--- config.mk ---
export PLATFORM = sky130hd
export DESIGN_NAME = mem_wb_stage
export DESIGN_NICKNAME = d
export VERILOG_FILES = /design/src/rtl/riscv_pkg.sv /design/src/rtl/lsu_align.sv /design/src/rtl/mem_wb_stage.sv
export SDC_FILE = /design/constraint.sdc
export NUM_CORES = 1
export LEC_CHECK = 0
export BUFFER_PORTS_ARGS = -buffer_cell sky130_fd_sc_hd__buf_2
export CORE_AREA = 3 3 122 124
export CTS_BUF_LIST = sky130_fd_sc_hd__clkbuf_16
export DETAILED_ROUTE_END_ITERATION = 16
export DIE_AREA = 0 0 125 127
export PLACE_DENSITY_LB_ADDON = 0.1
export SKIP_LAST_GASP = 1
export SYNTH_ARGS = -nofsm -noshare
export SYNTH_HDL_FRONTEND = slang
export SYNTH_SLANG_ARGS = --single-unit
--- constraint.sdc ---
create_clock -name clk -period 7.1 [get_ports clk]
set_input_delay 0.355 -clock clk [delete_from_list [all_inputs] [get_ports clk]]
set_output_delay 0.355 -clock clk [all_outputs]
set_load 0.01 [all_outputs]
--- src/rtl/riscv_pkg.sv ---
// Shared types and constants for the RV32I pipeline memory stage.
//   result_src_e : write-back source select (ALU / memory load / PC+4)
//   F3_*         : RV32I load/store funct3 encodings
//   mem_state_e  : data-memory access FSM states
//   acc_size_e   : access size decoded from funct3
package riscv_pkg;

    typedef enum logic [1:0] {
        RES_ALU = 2'b00,
        RES_MEM = 2'b01,
        RES_PC4 = 2'b10
    } result_src_e;

    localparam logic [2:0] F3_LB  = 3'b000;
    localparam logic [2:0] F3_LH  = 3'b001;
    localparam logic [2:0] F3_LW  = 3'b010;
    localparam logic [2:0] F3_LBU = 3'b100;
    localparam logic [2:0] F3_LHU = 3'b101;

    typedef enum logic {
        IDLE = 1'b0,
        WAIT = 1'b1
    } mem_state_e;

    typedef enum logic [1:0] {
        SZ_BYTE = 2'b00,
        SZ_HALF = 2'b01,
        SZ_WORD = 2'b10
    } acc_size_e;

    // Unknown funct3 encodings fall back to a word access.
    function automatic acc_size_e f3_size(input logic [2:0] f3);
        case (f3)
            F3_LB, F3_LBU: return SZ_BYTE;
            F3_LH, F3_LHU: return SZ_HALF;
            default:       return SZ_WORD;
        endcase
    endfunction

endpackage

--- src/rtl/lsu_align.sv ---
// Combinational load/store lane alignment.
//   store_i    : 1 = store access (drives byte enables), 0 = load
//   funct3_i   : RV32I access size/sign
//   addr_lo_i  : effective address bits [1:0]
//   wdata_i    : raw store data (rs2)
//   rdata_i    : raw memory read word
//   wdata_o    : lane-replicated store data
//   be_o       : byte enables (all ones for loads)
//   rdata_o    : extracted and sign/zero-extended load data
//   misalign_o : halfword on odd address or word on non-word address
module lsu_align
    import riscv_pkg::*;
(
    input  logic        store_i,
    input  logic [2:0]  funct3_i,
    input  logic [1:0]  addr_lo_i,
    input  logic [31:0] wdata_i,
    input  logic [31:0] rdata_i,
    output logic [31:0] wdata_o,
    output logic [3:0]  be_o,
    output logic [31:0] rdata_o,
    output logic        misalign_o
);

    acc_size_e   size;
    logic        sext;
    logic [31:0] lane;

    always_comb begin
        size       = f3_size(funct3_i);
        sext       = ~funct3_i[2];
        // Shift the addressed byte lane down to bit 0.
        lane       = rdata_i >> {addr_lo_i, 3'b000};
        wdata_o    = wdata_i;
        be_o       = '1;
        rdata_o    = rdata_i;
        misalign_o = 1'b0;
        case (size)
            SZ_BYTE: begin
                if (store_i) begin
                    be_o    = 4'b0001 << addr_lo_i;
                    wdata_o = {4{wdata_i[7:0]}};
                end
                rdata_o = {{24{sext & lane[7]}}, lane[7:0]};
            end
            SZ_HALF: begin
                misalign_o = addr_lo_i[0];
                if (store_i) begin
                    be_o    = 4'b0011 << addr_lo_i;
                    wdata_o = {2{wdata_i[15:0]}};
                end
                rdata_o = {{16{sext & lane[15]}}, lane[15:0]};
            end
            default: begin
                misalign_o = |addr_lo_i;
            end
        endcase
    end

endmodule

--- src/rtl/mem_wb_stage.sv ---
// MEM stage of the 5-stage RV32I pipeline: data-memory access over a
// req/ready handshake, load alignment, and the MEM/WB pipeline register.
//   clk, rst            : clock / async active-high reset
//   *M inputs           : EX/MEM register contents
//   dmem_*              : data-memory request port
//   StallM              : hold IF..M while the access is outstanding
//   *W outputs          : MEM/WB register, plus MisalignW / BusErrW trap flags
module mem_wb_stage
    import riscv_pkg::*;
#(
    parameter int unsigned XLEN    = 32,
    parameter int unsigned TIMEOUT = 15
) (
    input  logic            clk,
    input  logic            rst,
    input  logic            RegWriteM,
    input  logic [1:0]      ResultSrcM,
    input  logic            MemWriteM,
    input  logic [2:0]      Funct3M,
    input  logic [XLEN-1:0] ALUResultM,
    input  logic [XLEN-1:0] WriteDataM,
    input  logic [4:0]      RdM,
    input  logic [XLEN-1:0] PCPlus4M,
    output logic            dmem_req,
    output logic            dmem_we,
    output logic [XLEN-1:0] dmem_addr,
    output logic [XLEN-1:0] dmem_wdata,
    output logic [3:0]      dmem_be,
    input  logic [XLEN-1:0] dmem_rdata,
    input  logic            dmem_ready,
    output logic            StallM,
    output logic            RegWriteW,
    output logic [1:0]      ResultSrcW,
    output logic [XLEN-1:0] ALUResultW,
    output logic [XLEN-1:0] ReadDataW,
    output logic [4:0]      RdW,
    output logic [XLEN-1:0] PCPlus4W,
    output logic            MisalignW,
    output logic            BusErrW
);

    localparam logic [3:0] TMO = TIMEOUT[3:0];

    mem_state_e      state_q;
    logic [3:0]      cnt_q;
    logic            access;
    logic            misalign;
    logic            timeout_hit;
    logic            abandon;
    logic            bubble;
    logic [XLEN-1:0] load_data;

    lsu_align u_align (
        .store_i    (MemWriteM),
        .funct3_i   (Funct3M),
        .addr_lo_i  (ALUResultM[1:0]),
        .wdata_i    (WriteDataM),
        .rdata_i    (dmem_rdata),
        .wdata_o    (dmem_wdata),
        .be_o       (dmem_be),
        .rdata_o    (load_data),
        .misalign_o (misalign)
    );

    always_comb begin
        access      = MemWriteM | (ResultSrcM == RES_MEM);
        timeout_hit = (state_q == WAIT) & (cnt_q == TMO);
        // rst gates the request so it drops at once, even mid-WAIT.
        dmem_req    = access & ~misalign & ~rst;
        dmem_we     = MemWriteM;
        dmem_addr   = {ALUResultM[XLEN-1:2], 2'b00};
        StallM      = dmem_req & ~dmem_ready & ~timeout_hit;
        abandon     = timeout_hit & dmem_req & ~dmem_ready;
        bubble      = StallM | (access & misalign) | abandon;
    end

    always_ff @(posedge clk or posedge rst) begin
        if (rst) begin
            state_q    <= IDLE;
            cnt_q      <= '0;
            RegWriteW  <= 1'b0;
            ResultSrcW <= '0;
            ALUResultW <= '0;
            ReadDataW  <= '0;
            RdW        <= '0;
            PCPlus4W   <= '0;
            MisalignW  <= 1'b0;
            BusErrW    <= 1'b0;
        end else begin
            case (state_q)
                IDLE: begin
                    if (dmem_req && !dmem_ready) begin
                        state_q <= WAIT;
                        cnt_q   <= 4'd1;
                    end
                end
                default: begin
                    if (dmem_ready || timeout_hit || !dmem_req) begin
                        state_q <= IDLE;
                        cnt_q   <= '0;
                    end else begin
                        cnt_q <= cnt_q + 4'd1;
                    end
                end
            endcase

            RegWriteW  <= RegWriteM & ~bubble;
            ResultSrcW <= bubble ? '0 : ResultSrcM;
            ALUResultW <= bubble ? '0 : ALUResultM;
            ReadDataW  <= bubble ? '0 : load_data;
            RdW        <= bubble ? '0 : RdM;
            PCPlus4W   <= bubble ? '0 : PCPlus4M;
            MisalignW  <= access & misalign;
            BusErrW    <= abandon;
        end
    end

endmodule
==> results.toml, run 1 <==
[floorplan]
initial_core_util_pct = 37.0
ios = 320
rows = 43
die_area_sq_um = 15900
fp.dieW_um = 125
fp.coreArea_sq_um = 13900
die_height_um = 127

[place]
dp_hpwl_um = 11200
io_buffers = 317
gp_congestion = 0.846
dp.cells = 910

[critical_path]
endpoint_kind = "output pin"
critPathSlowestCell = "nor2_1"
worstPathRequired_ps = 6740
cp_max_fo = 26
cp.arrival_ps = 2430
crit_type = "in2out"
crit_path_cell_trace = "buf_2 > nand2b_1 > nor2_1 > mux2_2 > buf_2"
reg2reg_slack_ps = 5610
start_kind = "input port"
max_stage_delay_ps = 730
cpMostUsedCell = "buf_2"

[grt]
grt.total_usage_pct = 17.9
gr-usage-met3_pct = 5.43
grt_pass1_wl_um = 22600
grt_use_met2_pct = 31.3
use_met1_pct = 21.4
grt_overflow_total = 0
busiest_layer = "met2"
antenna_found_initial = 0
grt_max_degree = 72
grt_pass1_vias = 4334

[synth]
ys_seq_area_share_pct = 54.0
synth_flop_cell = "dfrtp_1"
synth.avg_cell_area_sq_um = 10.7
synth_edf_count = 0
synth_area_sq_um = 5140
syn_inst = 480
synth_seq_cells = 111
synth_cell_types = 46
synth_common_cells = "111 x dfrtp_1, 76 x and2_1, 50 x nand2_1"
synthTopCellsByArea = "dfrtp_1 54%, and2_1 9.2%, buf_4 6.0%, mux2i_1 4.1%, nand2_1 3.7%"
synthMostInstantiatedCell = "dfrtp_1"
synth_top_area_cell = "dfrtp_1"
yosys_warnings = 0
synth_top_area_share_pct = 54.0
async_flop_share_pct = 100

[layout]
drive_gt1_share_pct = 46.8
areaGrowthSynthToFinish_pct = 32.0
fin_util_pct = 48.9
nets = 889
final_cells = 924
antenna_cells = 0

[clock_network]
post_cts_resize_count = 0
htreeDepth = 3
cts.sinks = 111
cts_hold_buf = 0
numCtsBuffers = 9
cts_tree = "done"
clockBufferDepth = 2
root_buffer = "clkbuf_16"
cts_setup_buffers = 0
insertion_delay_ps = 340
cts.clk_slew.worst_paths_ps = 70

[detailed_routing]
drtAntennaViolNets = 0
first_pass_iters = 4
vias = 4328
wl_um = 14800
initialDrtViolationCount = 140
routedWlPerCell_um = 16.0
drc = 0
vias_per_cell = 4.68

[timing]
whs_ps = 146
rsz0062_at_grt = "no"
fmax_ghz = 0.360
hold_violations = 0
setup_violations = 0
skew_ps = 8.13
slew_viol_final = 0
setup_tns_ps = 0
min_period_over_period_pct = 39.2
fin_crit_ps = 2780
worst_slew_pin_slew_ps = 1080
slew_headroom_pct = 27.5

[pwr]
p_total_mw = 1.46
leakage_nw = 3.81
p_per_area_nw_per_um2 = 215
vdd_drop_max_mv = 0.102

[worst_hold_path]
min_path_type = "in2async"

[job]
timing.max_cap.violations = 0

[outcome]
status = "completed"
-- worst paths after layout --
path	cells past startpoint	startpoint	end
worst max-delay path	5	Funct3M[1]	dmem_wdata[9]
min in group clk	2	PCPlus4M[10]	PCPlus4W[10]
worst min-delay path	2	rst	cnt_q[3]
worst max register to register	4	cnt_q[0]	cnt_q[3]
max in group asynchronous	3	rst	ReadDataW[13]
worst min register to register	1	cnt_q[1]	cnt_q[1]
-- cells by family (layout without fill, tap and decap cells) --
logic type / count (synthesis) / in the layout / share of synthesized area (%)
AOI/OAI and AO/OA: 69 / 69 / 9.57
muxes: 31 / 31 / 6.50
adders and majority gates: 5 / 5 / 1.22
DFF: 111 / 111 / 54.0
other: 1 / 2 / 0.0729
and+or+nand+nor: 180 / 180 / 18.9
buffers and inverters: 83 / 346 / 9.71
-- power by group --
part           total (mW)  switching (mW)  internal (mW)
registers           0.700          0.0162          0.683
logic               0.300           0.170          0.130
clock network       0.456           0.222          0.235
total                1.46           0.408           1.05
-- placed cells by master (no fill, tap or decap), types with 3 or more instances in the layout --
cell and instances:
buf_2 317, dfrtp_1 111, and2_1 76, nand2_1 50
mux2i_1 21, nor2_1 20, a21o_1 16, o21ai_0 14
a21oi_1 14, inv_1 13, mux2_2 9, clkbuf_16 9
a221oi_1 8, nand2b_1 5, o211ai_1 5, ha_1 5
nand3_1 4, nor2b_1 4, nor4_1 4, nor3b_1 3
nor3_1 3
-- critical path, delay by kind of cell --
family / cells / cell delay, ps
buf+inv: 2 / 370
mux: 1 / 410
simple gates: 2 / 1280
-- flip-flops by register name (all words and copies together) (netlist names) --
name	cells
ALUResultW	32
MisalignW	1
ReadDataW	32
BusErrW	1
PCPlus4W	32
RegWriteW	1
cnt_q	4
ResultSrcW	2
RdW	5
state_q	1
-- through the flow --
| stage | setup WS, ps | cell area, sq um |
|---|---|---|
| global route | 4050 | 6790 |
| global placement | 3980 | 6520 |
| CTS | 4270 | 6790 |
| floorplan | 3810 | 5140 |
| detailed placement | 3890 | 6520 |
| finish | 4320 | 6790 |
-- per-layer routing --
layer  wire (um)  part of all wire (%)
met1        5940                    40
met2        7430                    50
met3        1220                   8.2
met4         199                   1.3
met5           0                     0
-- cell type report --
class,instances,area [sq um]
Fill cell,1351,7100
Sequential cell,111,2780
Multi-Input combinational cell,287,1870
Timing Repair Buffer,319,1600
Clock buffer,9,225
Tap cell,180,225
Inverter,13,51.3
Clock inverter,5,36.3
No activity file was read; power rests on OpenSTA's default activity.
==> run 2: changes to the inputs <==
--- a/config.mk
+++ b/config.mk
@@ -6,10 +6,10 @@
 export NUM_CORES = 1
 export LEC_CHECK = 0
 export BUFFER_PORTS_ARGS = -buffer_cell sky130_fd_sc_hd__buf_2
-export CORE_AREA = 3 3 122 124
+export CORE_AREA = 3 3 123 125
 export CTS_BUF_LIST = sky130_fd_sc_hd__clkbuf_16
 export DETAILED_ROUTE_END_ITERATION = 16
-export DIE_AREA = 0 0 125 127
+export DIE_AREA = 0 0 126 128
 export PLACE_DENSITY_LB_ADDON = 0.1
 export SKIP_LAST_GASP = 1
 export SYNTH_ARGS = -nofsm -noshare
==> constraint.sdc (replaced) <==
create_clock -name clk -period 2.5 [get_ports clk]
set_input_delay 0.125 -clock clk [delete_from_list [all_inputs] [get_ports clk]]
set_output_delay 0.125 -clock clk [all_outputs]
set_load 0.01 [all_outputs]
==> run 2 against run 1 <==
  * Die area increased by 1.6%
  * Core utilization increased by 5.5 points
  * Sequential power increased to 2.8 times the previous value
  * Register-to-register slack got worse by 4600 ps
  * Via count increased by 6.7%
  * Hold slack got worse by 140 ps
  * Final cell count increased by 8.4%
  * Critical path type is now in2reg
  * Largest cell class unchanged
  * Highest routed layer unchanged
==> results.toml, run 2 (synthesized netlist as in run 1, its figures left out) <==
[critical_path]
cp_max_fo = 16
crit_type = "in2reg"
critPathSlowestCell = "and2_0"
endpoint_kind = "register"
crit_family = "simple AND/OR/NAND/NOR gates"
crit_path_cell_trace = "dlygate4sd3_1 > buf_2 > nor2_1 > o32ai_4 > and2_0 > a21o_1"
start_kind = "input port"
worstPathRequired_ps = 2780
cp.arrival_ps = 2180
path_buf_inv = 2
max_stage_delay_ps = 780

[pwr]
p_int_mw = 3.29
power.share.sequential_pct = 44.2
p_per_area_nw_per_um2 = 590
clkPwrFrac_pct = 34.4
p_comb_share_pct = 21.4
switching_share_pct = 26.8
p_sw_mw = 1.21
leakage_nw = 4.17
vdd_drop_max_mv = 0.511

[layout]
antenna_cells = 0
drive_gt1_share_pct = 43.8
layout_commonest_cell = "buf_2"
design_area_sq_um = 7610
nets = 966
areaGrowthSynthToFinish_pct = 48.1
final_cell_mix = "317 x buf_2, 111 x dfrtp_1, 76 x and2_1"
final_cells = 1002
reg_top3 = "ALUResultW (32), PCPlus4W (32), ReadDataW (32)"

[grt]
grt_pass1_wl_um = 24800
antenna_found_initial = 0
grt.total_usage_pct = 19.3
grt_pass1_vias = 4740
grt_overflow_total = 0
grt_max_degree = 71

[place]
dp.cells = 920
io_buffers = 317
dpl-instance-area_sq_um = 6610
post-place-ws_ps = 408
dp_hpwl_um = 12000
gp_congestion = 0.827

[timing]
setup_violations = 0
hold_violations = 0
slew_headroom_pct = 37.1
rsz0062_at_grt = "no"
fmax_ghz = 0.527
slew_viol_final = 0
setup_tns_ps = 0
skew_ps = 0.687
setup_slack_ps = 602
worst_slew_pin_slew_ps = 943
min_period_over_period_pct = 75.9
fin_crit_ps = 1900

[clock_network]
root_buffer = "clkbuf_16"
htreeDepth = 3
insertion_delay_ps = 340
cts.sinks = 111
clockBufferDepth = 2
cts_setup_buffers = 0
cts_tree = "done"
numCtsBuffers = 9
cts.clk_slew.worst_paths_ps = 70

[floorplan]
ios = 320
initial_core_util_pct = 36.8
die_height_um = 128
rows = 43
fp.coreArea_sq_um = 14000
fp.dieW_um = 126
die_area_sq_um = 16100

[detailed_routing]
vias_per_cell = 4.61
initialDrtViolationCount = 159
vias = 4617
drc = 0
wl_um = 16100
first_pass_iters = 4
routedWlPerCell_um = 16.1
drtAntennaViolNets = 0

[worst_hold_path]
min_path_type = "in2reg"

[outcome]
status = "completed"

[job]
timing.max_cap.violations = 0
[run 2: cell types whose count changed in the layout (fill, tap and decap cells not counted)]
cell / previous run / this run
clkinvlp_4: 2 / 1
buf_4: 2 / 11
inv_4: 1 / 0
inv_8: 0 / 1
buf_12: 0 / 1
dlygate4sd3_1: 0 / 67
bufinv_16: 0 / 2
inv_1: 13 / 12
clkinv_8: 0 / 1
[run 2: cell type report]
cell class,instances,area [sq um]
fill,1307,6370
sequential,111,2780
timing repair buffer,396,2360
multi-input combinational,287,1870
clock buffer,9,225
tap,180,225
clock inverter,6,105
inverter,13,52.6
[run 2: metrics by stage]
step	util (%)	hold slack, ps	total power [mW]
after floorplan	-	241	2.51
after global placement	47.3	324	2.89
after detailed placement	47.3	334	2.91
after CTS	54.4	0.115	4.57
after global routing	54.4	8.53	4.74
final	54.4	8.57	4.49
[run 2: path summary, 6_finish.rpt]
kind | startpoint | slack [ps] | cells after the start | to
max reg2reg | cnt_q[0] | 1000 | 4 | cnt_q[3]
min in group asynchronous | rst | 500 | 3 | cnt_q[2]
max | rst | 600 | 6 | ReadDataW[24]
min reg2reg | cnt_q[1] | 600 | 1 | cnt_q[1]
min | PCPlus4M[5] | 9 | 2 | PCPlus4W[5]
max in group asynchronous | rst | 1250 | 4 | ALUResultW[4]
[run 2: worst register-to-register path, stage by stage, from the launching register on]
cell	delay, ps
dfrtp_1	390
ha_1	210
nand4_1	200
nor4b_1	210
or3_1	380
[run 2: layer usage]
metal  up-vias  part of all wire (%)  track usage (%)  routed length (um)
met5         -                     0                0                   0
met4         0                  0.99             4.73                 160
met3        13                   7.8             5.38                1250
met2       213                    52             35.2                8370
met1      2179                    39             22.6                6340
li1       2212                     -                -                   -
[run 2: power by group through the flow]
stage | clock network (mW) | logic (mW) | registers, mW
2_1_floorplan | 0 | 0.412 | 2.10
3_3_place_gp | 0 | 0.876 | 2.02
3_5_place_dp | 0 | 0.888 | 2.02
4_1_cts | 1.61 | 0.974 | 1.99
5_1_grt | 1.68 | 1.05 | 2.00
6_report | 1.55 | 0.960 | 1.99
[run 2: what timing repair did]
| action | 4_1_cts | 5_1_grt |
|---|---|---|
| hold endpoints to repair | 100 | 0 |
| gates resized for setup | 0 | 0 |
| hold buffers | 67 | 0 |
